`config.mk`:
```
export PLATFORM = sky130hd
export DESIGN_NAME = display_scan_controller
export DESIGN_NICKNAME = d
export VERILOG_FILES = /design/src/rtl/display_pkg.sv /design/src/rtl/display_scan_controller_scan_timer.sv /design/src/rtl/display_scan_controller.sv
export SDC_FILE = /design/constraint.sdc
export NUM_CORES = 1
export LEC_CHECK = 0
export BUFFER_PORTS_ARGS = -buffer_cell sky130_fd_sc_hd__clkbuf_2
export CORE_MARGIN = 3
export CORE_UTILIZATION = 53
export DETAILED_ROUTE_END_ITERATION = 10
export GPL_TIMING_DRIVEN = 0
export PLACE_DENSITY = 0.76
export SYNTH_ARGS = -nofsm -noshare
export SYNTH_HDL_FRONTEND = slang
export SYNTH_SLANG_ARGS = --single-unit
```
`constraint.sdc`:
```
create_clock -name clock -period 2.5 [get_ports clock]
set_input_delay 0.25 -clock clock [delete_from_list [all_inputs] [get_ports clock]]
set_output_delay 0.25 -clock clock [all_outputs]
set_load 0.01 [all_outputs]
```
`src/rtl/display_pkg.sv`:
```
// rtl/display_pkg.sv - shared constants and FSM state type for the display scan controller
package display_pkg;
    localparam int NUM_DIGITS = 8;
    localparam logic [7:0] AN_ALL_OFF = 8'hFF;

    typedef enum logic {
        BLANK = 1'b0,
        SHOW  = 1'b1
    } state_t;
endpackage

```
`src/rtl/display_scan_controller_scan_timer.sv`:
```
// rtl/display_scan_controller_scan_timer.sv - per-slot cycle counter emitting slot/show strobes
module scan_timer #(
    parameter int REFRESH_DIV  = 100000,
    parameter int BLANK_CYCLES = 16
) (
    input  logic clock,
    input  logic reset,
    output logic slot_start_o,
    output logic show_start_o
);
    localparam int CW = $clog2(REFRESH_DIV);
    localparam logic [CW-1:0] SLOT_LAST  = CW'(REFRESH_DIV - 1);
    localparam logic [CW-1:0] BLANK_LAST = CW'(BLANK_CYCLES - 1);

    logic [CW-1:0] cnt_q;
    logic [CW-1:0] cnt_d;

    // Strobes mark the cycle whose closing edge begins the next slot / the SHOW phase.
    always_comb begin
        slot_start_o = (cnt_q == SLOT_LAST);
        show_start_o = (cnt_q == BLANK_LAST);
        cnt_d        = slot_start_o ? '0 : cnt_q + CW'(1);
    end

    always_ff @(posedge clock) begin
        if (reset) begin
            cnt_q <= '0;
        end else begin
            cnt_q <= cnt_d;
        end
    end
endmodule

```
`src/rtl/display_scan_controller.sv`:
```
// rtl/display_scan_controller.sv - multiplexed 8-digit anode scanner with frame-synchronous value updates
module display_scan_controller
    import display_pkg::*;
#(
    parameter int REFRESH_DIV  = 100000,
    parameter int BLANK_CYCLES = 16
) (
    input  logic        clock,
    input  logic        reset,
    input  logic [31:0] value,
    input  logic [7:0]  digit_en,
    input  logic        load,
    output logic        load_ack,
    output logic [3:0]  digit_out,
    output logic [7:0]  AN,
    output logic        frame_tick
);
    logic slot_start;
    logic show_start;
    logic boundary;

    state_t      state_q, state_d;
    logic [2:0]  index_q, index_d;
    logic [31:0] act_val_q, act_val_d;
    logic [7:0]  act_mask_q, act_mask_d;
    logic [31:0] stg_val_q, stg_val_d;
    logic [7:0]  stg_mask_q, stg_mask_d;
    logic        pending_q, pending_d;
    logic [3:0]  digit_q, digit_d;
    logic        ack_q, ack_d;
    logic        tick_q, tick_d;

    scan_timer #(
        .REFRESH_DIV  (REFRESH_DIV),
        .BLANK_CYCLES (BLANK_CYCLES)
    ) u_timer (
        .clock        (clock),
        .reset        (reset),
        .slot_start_o (slot_start),
        .show_start_o (show_start)
    );

    always_comb begin
        state_d    = state_q;
        index_d    = index_q;
        act_val_d  = act_val_q;
        act_mask_d = act_mask_q;
        stg_val_d  = stg_val_q;
        stg_mask_d = stg_mask_q;
        pending_d  = pending_q;

        boundary = slot_start && (state_q == SHOW) && (index_q == 3'd7);

        if (show_start) begin
            state_d = SHOW;
        end
        if (slot_start) begin
            state_d = BLANK;
            index_d = index_q + 3'd1;
        end

        if (load) begin
            stg_val_d  = value;
            stg_mask_d = digit_en;
            pending_d  = 1'b1;
        end

        // A load in the boundary cycle itself wins over whatever was already staged.
        if (boundary) begin
            if (load) begin
                act_val_d  = value;
                act_mask_d = digit_en;
            end else if (pending_q) begin
                act_val_d  = stg_val_q;
                act_mask_d = stg_mask_q;
            end
            pending_d = 1'b0;
        end

        ack_d   = boundary && (load || pending_q);
        tick_d  = boundary;
        // Nibble is presented from the first BLANK cycle so the registered decoder settles before SHOW.
        digit_d = slot_start ? act_val_d[{index_d, 2'b00} +: 4] : digit_q;

        if ((state_q == SHOW) && act_mask_q[index_q]) begin
            AN = ~(8'h01 << index_q);
        end else begin
            AN = AN_ALL_OFF;
        end
    end

    always_ff @(posedge clock) begin
        if (reset) begin
            state_q    <= BLANK;
            index_q    <= 3'd0;
            act_val_q  <= 32'h0;
            act_mask_q <= 8'h00;
            stg_val_q  <= 32'h0;
            stg_mask_q <= 8'h00;
            pending_q  <= 1'b0;
            digit_q    <= 4'h0;
            ack_q      <= 1'b0;
            tick_q     <= 1'b0;
        end else begin
            state_q    <= state_d;
            index_q    <= index_d;
            act_val_q  <= act_val_d;
            act_mask_q <= act_mask_d;
            stg_val_q  <= stg_val_d;
            stg_mask_q <= stg_mask_d;
            pending_q  <= pending_d;
            digit_q    <= digit_d;
            ack_q      <= ack_d;
            tick_q     <= tick_d;
        end
    end

    assign digit_out  = digit_q;
    assign load_ack   = ack_q;
    assign frame_tick = tick_q;
endmodule

```
# --- After elaboration in Yosys (flattened, before gate mapping) ---
# Cells that the tools add are included.
totals:
  elab_cells: 38
  latchBits: 0
  out_inout_bits: 14
  n_memories: 0
  ff_bits: 108
  romBits: 0
  ram_bits: 0
  in_bits: 43
classes:
  multipliers: 0
  n_reduce_logical: 9
  n_lt_le_gt_ge: 1
  shift: 2
  bitwise: 1
  mux: 9
  n_eq_ne: 3
  n_div: 0
  n_addsub: 2
op_table:
  columns: ["cell", "count"]
  rows:
  - ["two-way mux 32 bit", 3]
  - ["variable part select 32 x 6 -> 4 bit", 1]
  - ["two-way mux 8 bit", 3]
  - ["adder 17 x 1 -> 17 bit (second input constant)", 1]
  - ["== test 17 bit (second input constant)", 1]
  - ["== test 17 x 4 -> 1 bit (second input constant)", 1]
  - ["NOT 8 bit", 1]
  - ["left shift 1 x 3 -> 8 bit (first input constant)", 1]
  - ["logical AND 1 bit", 4]
  - ["less-than comparator 3 x 4 -> 1 bit (second input constant)", 1]
  - ["OR reduction 2 bit", 2]
  - ["adder 3 x 1 -> 3 bit (second input constant)", 1]
  - ["binary-select mux 1 bit (select 3 bit)", 1]
  - ["== test 3 bit (second input constant)", 1]
  - ["two-way mux 3 bit", 1]
  - ["AND reduction 2 bit", 1]
  - ["nonzero test 2 bit", 1]
  - ["logical OR 1 bit", 1]
  - ["two-way mux 1 bit", 1]

# --- Longest topological paths before layout ---
# Gate-level depths: netlist (run 1).
logic_depth:
  ltp_word: 5
  depth_mapped: 10
  ltp_nobuf: 9

# --- Cells and area by module ---
# Synthesis (run 1) repeated with hierarchy kept, for this count alone.
unflattened:
  cells_unflattened: 550
  area_unflattened_um2: 4872.2
modules_own_cells:
  columns: ["mod", "instances", "area_per_inst_um2", "cells_each", "seq_area_each_um2"]
  rows:
  - ["display_scan_controller", 1, 4075.2, 459, 1821.7]
  - ["scan_timer", 1, 797.0, 91, 340.3]

# --- Least setup slack after synthesis (run 1) ---
# OpenSTA, ideal clock, no wires.
synth_timing:
  path_kind: "register to register"
  startpoint: "reg index_q[1]"
  endpoint: "reg act_mask_q[0]"
  path_buffers: 3
  slack_ns: -0.009
  synth_period_minus_slack_ns: 2.509
  stages_incl_launch_ff: 11
  required_ns: 2.414
  t_arrival_ns: 2.423
  setup_ns: 0.086
  cell_sequence: "dfxtp_1 -> ha_1 -> ha_1 -> nand2_1 -> or2_2 -> clkbuf_1 -> nor3_1 -> buf_2 -> buf_1 -> nor2_1 -> a211oi_1"
synth_between:
  elab_chain_cells: 3
synth_rtl:
  columns: ["element", "line", "source"]
  rows:
  - ["from (decl)", "display_scan_controller.sv:23", "logic [2:0] index_q, index_d;"]
  - ["from (signal assigned)", "display_scan_controller.sv:106", "index_q <= index_d;"]
  - ["== test 3 bit", "display_scan_controller.sv:52", "boundary = slot_start && (state_q == SHOW) && (index_q == 3'd7);"]
  - ["logical AND 1 bit", "display_scan_controller.sv:52", null]
  - ["AND reduction 2 bit (no source line)", null, null]
  - ["to (signal assigned)", "display_scan_controller.sv:108", "act_mask_q <= act_mask_d;"]
  - ["to (decl)", "display_scan_controller.sv:25", "logic [7:0] act_mask_q, act_mask_d;"]
# No other way between the ends.
# A chain may end at the register's enable or synchronous reset.

# --- Final worst setup path (run 1) ---
layout_timing:
  startpoint: "reg u_timer.cnt_q[12]"
  endpoint: "reg digit_q[2] (netlist: digit_out[2])"
layout_between:
  elab_chain_cells: 5
  elab_cells_between_ends: 6
  classes_between: "1 x eq/ne; 1 x shift; 2 x mux; 2 x reduce/logical"
layout_rtl:
  columns: ["element", "line", "source"]
  rows:
  - ["from (decl)", "display_scan_controller_scan_timer.sv:15", "logic [CW-1:0] cnt_q;"]
  - ["from (signal assigned)", "display_scan_controller_scan_timer.sv:29", "cnt_q <= cnt_d;"]
  - ["== test 17 bit *", "display_scan_controller_scan_timer.sv:20", "slot_start_o = (cnt_q == SLOT_LAST);"]
  - ["logical AND 1 bit (2 in a row)", "display_scan_controller.sv:52", null]
  - ["two-way mux 32 bit", "display_scan_controller.sv:69", "if (boundary) begin"]
  - ["variable part select 32 x 6 -> 4 bit", "display_scan_controller.sv:83", "digit_d = slot_start ? act_val_d[{index_d, 2'b00} +: 4] : digit_q;"]
  - ["to (signal assigned)", "display_scan_controller.sv:112", "digit_q <= digit_d;"]
  - ["to (decl)", "display_scan_controller.sv:29", "logic [3:0] digit_q, digit_d;"]
# Every way passes the cells marked *; elsewhere a longest branch is shown, timed or not.

==> impl_metrics.tcl, run 1 <==
set metrics [dict create \
    max_cap_violations 0 \
    gp_congestion 0.955 \
    tns_ns 0 \
    drive_gt1_share_pct 25.3 \
    cp.required_ns 2.81 \
    rsz0062_at_grt "yes" \
    top_usage_layer "met2" \
    powerDensity_mw_per_mm2 507 \
    synth_seq_cells 108 \
    stdcell_count 765 \
    setup_viol 0 \
    place_hpwl_um 10200 \
    syn_avg_cell_area_um2 9.21 \
    yosys.area.top_type_share_pct 42.4 \
    fin_crit_ns 2.50 \
    die_area_mm2 0.0108 \
    grt_first_pass_wirelength_um 22400 \
    clock_path_buffers 2 \
    finalCritPeriodShare_pct 99.9 \
    coreArea_mm2 0.00928 \
    ys_top_cells_by_area "dfxtp_1 42%, mux2i_1 11%, nor2_1 8.9%" \
    vias 4561 \
    insertion_delay_ns 0.39 \
    die_h_um 104 \
    post-route-drc-count 0 \
    synthFlopType "dfxtp_1" \
    critPathMaxStageDelay_ns 0.58 \
    path_max_fanout 5 \
    crit_type "register to register" \
    num_antenna_cells 0 \
    synth_area_mm2 0.00510 \
    seq_area_frac_synth_pct 42.4 \
    cts.clk_slew.worst_paths_ns 0.11 \
    viasPerCell 5.96 \
    start_util_pct 55.0 \
    holdWs_ns 0.122 \
    fmax_ghz 0.400 \
    timing_max_transition_violations_final 0 \
    grt_max_degree 21 \
    numCtsBuffers 9 \
    yosysTopAreaCell "dfxtp_1" \
    pre_cts_ws_ns -0.789 \
    use_met1_pct 33.5 \
    dr.pass1.iters 5 \
    path_cells "or4_4 -> nor3_4 -> nand3_2 -> and2_4 -> mux2_4 -> a221o_1 -> o31ai_2" \
    status "complete, no violations" \
    design_power_total_mw 3.10 \
    drt_iter0_markers 287 \
    ir_drop_mv 0.287 \
    hold_violations 0 \
    fp-row-count 35 \
    grt-ovfl-total 0 \
    grt_usage_pct 25.8 \
    cts_htree_levels 3 \
    finalClockSkew_ns 0.0112 \
    io_pins 57 \
    ys_warn_count 0 \
    synth_cells 554 \
    hp-class "input pin to register" \
    setup_slack_ns 0.00264 \
    grt_pass1_vias 4408 \
    timing.critical_path.slowest_stage_cell "or4_4" \
    gr-usage-met2_pct 42.7 \
    totalWireLength_um 14200 \
    relSlewSlack_pct 39.8 \
    synth_cell_type_count 51 \
    place_inst 737 \
    cp.arrival_ns 2.81 \
    antenna_left 0 \
    leakage_nw 2.33 \
    syn_nets 604 \
    cts_hold_buf 0 \
    antenna_found_initial 0 \
    cts_tree "yes" \
    wire_per_inst_um 18.6 \
    use_met3_pct 5.40 \
    start_kind "register" \
    worst_pin_slew_ns 0.903 \
    worstSetupEndpointType "register" \
    synth_edf_count 0 \
    io_buffers 54 \
    cts_root_buf "clkbuf_8" \
    fp.dieW_um 104 \
    nets 681 \
    area.growth.synth_to_final_pct 19.9 \
    cts.sinks 108 \
    async_reset_ff_share_pct 0 \
]
## through the flow
step	util (%)	cell area, um2
finish	65.9	6120
CTS	63.7	5910
floorplan	-	5110
global placement	59.7	5540
global route	65.9	6120
detailed placement	59.7	5540
## cells in the mapped netlist (all sizes together), types with 7 or more instances
cell,n
nor3,14
o21ai,9
dfxtp,108
nand2,26
o22ai,10
and3,11
xor2,9
buf,16
mux2,10
clkbuf,22
ha,7
a21oi,8
mux2i,54
mux4,11
nand3,16
nor2,121
a211oi,43
## layout make-up
class	count	area, um2
Clock inverter	6	65.1
Fill cell	789	3160
Inverter	5	18.8
Timing Repair Buffer	70	390
Sequential cell	108	2170
Clock buffer	10	138
Multi-Input combinational cell	403	3000
Buffer	34	176
Tap cell	129	161
## path summary, 6_finish.rpt
| path | start | end | slack [ns] | cells past startpoint |
|---|---|---|---|---|
| worst max-delay path | u_timer.cnt_q[12]$_SDFF_PP0_ | digit_out[2]$_SDFFE_PP0N_ | 0.003 | 7 |
| worst min-delay path | digit_en[4] | stg_mask_q[4]$_SDFFE_PP0P_ | 0.12 | 3 |
| worst max register to register | u_timer.cnt_q[12]$_SDFF_PP0_ | digit_out[2]$_SDFFE_PP0N_ | 0.003 | 7 |
| worst min register to register | u_timer.cnt_q[0]$_SDFF_PP0_ | u_timer.cnt_q[0]$_SDFF_PP0_ | 0.46 | 1 |
## flip-flops by register name, indices dropped and copies added (netlist names), 3 cells and up
signal / flops
index_q: 3
stg_mask_q: 8
u_timer.cnt_q: 17
act_val_q: 32
act_mask_q: 8
stg_val_q: 32
digit_out: 4
## per-layer routing
| metal | vias to the layer above | share of wire (%) |
|---|---|---|
| met2 | 171 | 49 |
| li1 | 2166 | - |
| met3 | 31 | 6.6 |
| met1 | 2193 | 42 |
| met4 | 0 | 2.7 |
| met5 | - | 0 |
## worst max-delay path: cells and delay by family (launching register included)
kind | cells | cell delay, ns
AOI/OAI and AO/OA | 2 | 0.56
muxes | 1 | 0.31
DFF | 1 | 0.38
and+or+nand+nor | 4 | 1.17
## kinds of logic after synthesis
group	Yosys count	synth area share, %
AND/OR/NAND/NOR	207	18.1
flip-flops	108	42.4
AO/OA/AOI/OAI	100	14.4
multiplexers	75	17.7
buffers and inverters	43	3.26
XOR/XNOR	14	2.40
adder cells (fa/ha/maj)	7	1.72
## cells in the final DEF, fill, tap and decap left out, types with 3 or more instances in the layout
| cell | synthesis | layout |
|---|---|---|
| a2111oi_0 | 6 | 3 |
| a211oi_1 | 43 | 43 |
| a21oi_1 | 8 | 8 |
| a221o_1 | 3 | 3 |
| and3_1 | 7 | 7 |
| and3_2 | 4 | 4 |
| buf_1 | 12 | 5 |
| buf_2 | 4 | 8 |
| buf_4 | 0 | 17 |
| clkbuf_1 | 22 | 13 |
| clkbuf_2 | 0 | 56 |
| clkbuf_8 | 0 | 11 |
| dfxtp_1 | 108 | 104 |
| ha_1 | 7 | 5 |
| inv_1 | 5 | 5 |
| mux2_2 | 8 | 9 |
| mux2i_1 | 54 | 54 |
| mux4_2 | 11 | 11 |
| nand2_1 | 26 | 25 |
| nand3_1 | 14 | 11 |
| nand3_2 | 2 | 3 |
| nand4_1 | 3 | 3 |
| nor2_1 | 121 | 119 |
| nor2b_1 | 3 | 3 |
| nor3_1 | 13 | 9 |
| nor3_4 | 1 | 4 |
| o21ai_0 | 6 | 6 |
| o22ai_1 | 10 | 10 |
| xnor2_1 | 5 | 5 |
| xor2_1 | 9 | 9 |
## power by group
group          total, mW  internal [mW]  switching [mW]
clock network       1.09          0.421           0.666
registers           1.78           1.76          0.0192
logic              0.238          0.101           0.137
total               3.10           2.28           0.822
## what timing repair did
item / in CTS / in global routing
gates resized for setup: 40 / 32
pin swaps: 4 / 11
gates cloned: 0 / 0
setup endpoints to repair: 63 / 59
setup buffers: 4 / 12
Power figures use the tool's default switching activity.
==> run 2: changes to the inputs <==
--- a/config.mk
+++ b/config.mk
@@ -7,10 +7,10 @@
 export LEC_CHECK = 0
 export BUFFER_PORTS_ARGS = -buffer_cell sky130_fd_sc_hd__clkbuf_2
 export CORE_MARGIN = 3
-export CORE_UTILIZATION = 53
+export CORE_UTILIZATION = 61
 export DETAILED_ROUTE_END_ITERATION = 10
 export GPL_TIMING_DRIVEN = 0
-export PLACE_DENSITY = 0.76
+export PLACE_DENSITY = 0.83
 export SYNTH_ARGS = -nofsm -noshare
 export SYNTH_HDL_FRONTEND = slang
 export SYNTH_SLANG_ARGS = --single-unit
==> constraint.sdc (replaced) <==
create_clock -name clock -period 2.95 [get_ports clock]
set_input_delay 0.295 -clock clock [delete_from_list [all_inputs] [get_ports clock]]
set_output_delay 0.295 -clock clock [all_outputs]
set_load 0.01 [all_outputs]
==> run 2 against run 1 <==
  * The run now ends with setup timing left
  * Core utilization increased by 6.7 points
  * Power decreased by 17%
  * Clock power decreased by 20%
  * Die area decreased by 12%
  * Critical endpoint is now digit_out[1]$_SDFFE_PP0N_
  * Largest cell class unchanged
  * Highest routed layer unchanged
==> impl_metrics.tcl, run 2 (synthesized netlist as in run 1, its figures left out) <==
set metrics [dict create \
    numCtsBuffers 9 \
    fp.dieW_um 97.5 \
    hp-class "input pin to register" \
    hold_violations 0 \
    area.growth.synth_to_final_pct 12.7 \
    cp.arrival_ns 3.29 \
    coreArea_mm2 0.00793 \
    utilization_pct 72.6 \
    grt-ovfl-total 0 \
    path_max_fanout 11 \
    num_antenna_cells 0 \
    fin_crit_ns 3.02 \
    r2r-start "index_q[0]$_SDFF_PP0_" \
    finalCritPeriodShare_pct 102 \
    grt_pass1_vias 4515 \
    status "complete, but fails checks" \
    holdWs_ns 0.158 \
    grt_first_pass_wirelength_um 22500 \
    drive_gt1_share_pct 20.0 \
    fin_area_mm2 0.00575 \
    worst_pin_slew_ns 0.886 \
    leakage_nw 2.23 \
    vias 4654 \
    place_inst 710 \
    cts_tree "yes" \
    setup_viol 2 \
    fmax_ghz 0.331 \
    violations "setup timing" \
    ir_drop_mv 0.253 \
    timing_max_transition_violations_final 0 \
    die_h_um 97.5 \
    placed_area_mm2 0.00550 \
    worstSetupEndpointType "register" \
    tns_ns -0.0711 \
    cts_root_buf "clkbuf_8" \
    whs_path_depth 3 \
    relSlewSlack_pct 40.9 \
    antenna_left 0 \
    holdCritStartpoint "digit_en[6]" \
    reg_top3 "act_val_q (32), stg_val_q (32), u_timer.cnt_q (17)" \
    cts.clk_slew.worst_paths_ns 0.11 \
    stdcell_count 728 \
    r2r-end "digit_out[1]$_SDFFE_PP0N_" \
    max_cap_violations 0 \
    viasPerCell 6.39 \
    clock_path_buffers 2 \
    io_buffers 54 \
    cts_hold_buf 0 \
    setup_slack_ns -0.0679 \
    fill_cells 624 \
    gp_congestion 0.927 \
    insertion_delay_ns 0.39 \
    io_pins 57 \
    dr.pass1.iters 6 \
    layout_common_cells "120 x nor2_1, 107 x dfxtp_1, 57 x clkbuf_2" \
    rrSetupSlack_ns -0.07 \
    grt_max_degree 20 \
    start_kind "register" \
    crit_type "register to register" \
    powerDensity_mw_per_mm2 448 \
    final_common_cell "nor2_1" \
    totalWireLength_um 13700 \
    grt_usage_pct 29.3 \
    drt_iter0_markers 439 \
    nets 671 \
    antenna_found_initial 0 \
    place_hpwl_um 10000 \
    finalClockSkew_ns 0.0121 \
    wire_per_inst_um 18.9 \
    post-route-drc-count 0 \
    cts_htree_levels 3 \
    start_util_pct 64.4 \
    rsz0062_at_grt "yes" \
    worstHoldEndpoint "stg_mask_q[6]$_SDFFE_PP0P_" \
    cts.sinks 108 \
    die_area_mm2 0.00950 \
    reg2reg_depth 10 \
    fp-row-count 32 \
    cp.required_ns 3.22 \
]
[run 2: changes by cell type in the layout (fill, tap and decap cells not counted), sizes merged]
cell,before,now
buf,32,19
inv,9,8
clkbuf,82,85
clkinvlp,0,1
[run 2: cell type report]
class | instances | area (um2) | area share, %
buffer | 37 | 156 | 2.72
clock inverter | 6 | 56.3 | 0.978
inverter | 5 | 18.8 | 0.326
timing repair buffer | 57 | 293 | 5.09
multi-input combinational | 403 | 2810 | 48.9
clock buffer | 10 | 128 | 2.22
tap | 102 | 128 | 2.22
sequential | 108 | 2160 | 37.6
[run 2: worst max-delay path, cell delays in order, from the launching register on]
cell and delay, ns:
dfxtp_1 0.38, clkbuf_2 0.28, inv_1 0.12, clkbuf_2 0.24, ha_2 0.49, nand3_2 0.17, and2_0 0.20, clkbuf_1 0.25
a2111oi_1 0.50, a221o_1 0.20, o21ai_1 0.07
[run 2: worst max-delay path by stage]
stage	end	start	slack, ns	cells past startpoint
detailed placement	act_val_q[20]$_SDFF_PP0_	index_q[1]$_SDFF_PP0_	-0.49	10
global route	digit_out[1]$_SDFFE_PP0N_	index_q[0]$_SDFF_PP0_	-0.09	10
global placement	act_val_q[18]$_SDFF_PP0_	index_q[1]$_SDFF_PP0_	-0.41	10
CTS	digit_out[2]$_SDFFE_PP0N_	u_timer.cnt_q[9]$_SDFF_PP0_	0.05	8
finish	digit_out[1]$_SDFFE_PP0N_	index_q[0]$_SDFF_PP0_	-0.07	10
floorplan	act_mask_q[0]$_SDFFE_PP0P_	index_q[1]$_SDFF_PP0_	0.44	10
[run 2: per-stage QoR]
stage | setup slack, ns | power [mW]
after detailed placement | -0.493 | 1.74
final | -0.0679 | 2.58
after floorplan | 0.441 | 1.66
after global placement | -0.414 | 1.73
after global routing | -0.0868 | 2.66
after CTS | 0.0527 | 2.58
[run 2: where the power goes]
group	total (mW)	switching, mW	internal (mW)
clock	0.871	0.545	0.326
combinational	0.197	0.113	0.0846
sequential	1.51	0.0167	1.49
[run 2: layer usage]
| metal | up-vias | part of all wire, % | track usage (%) |
|---|---|---|---|
| met5 | - | 0 | 0 |
| met4 | 0 | 2.6 | 11.9 |
| met3 | 37 | 9.7 | 5.96 |
| met2 | 280 | 48 | 47.9 |
| met1 | 2186 | 40 | 37.9 |
| li1 | 2151 | - | - |
[run 2: timing repair]
action	in CTS	in global routing
setup endpoints to repair	52	40
pin swaps	0	1
hold endpoints to repair	0	0
buffers inserted	0	3
resized for setup	14	8
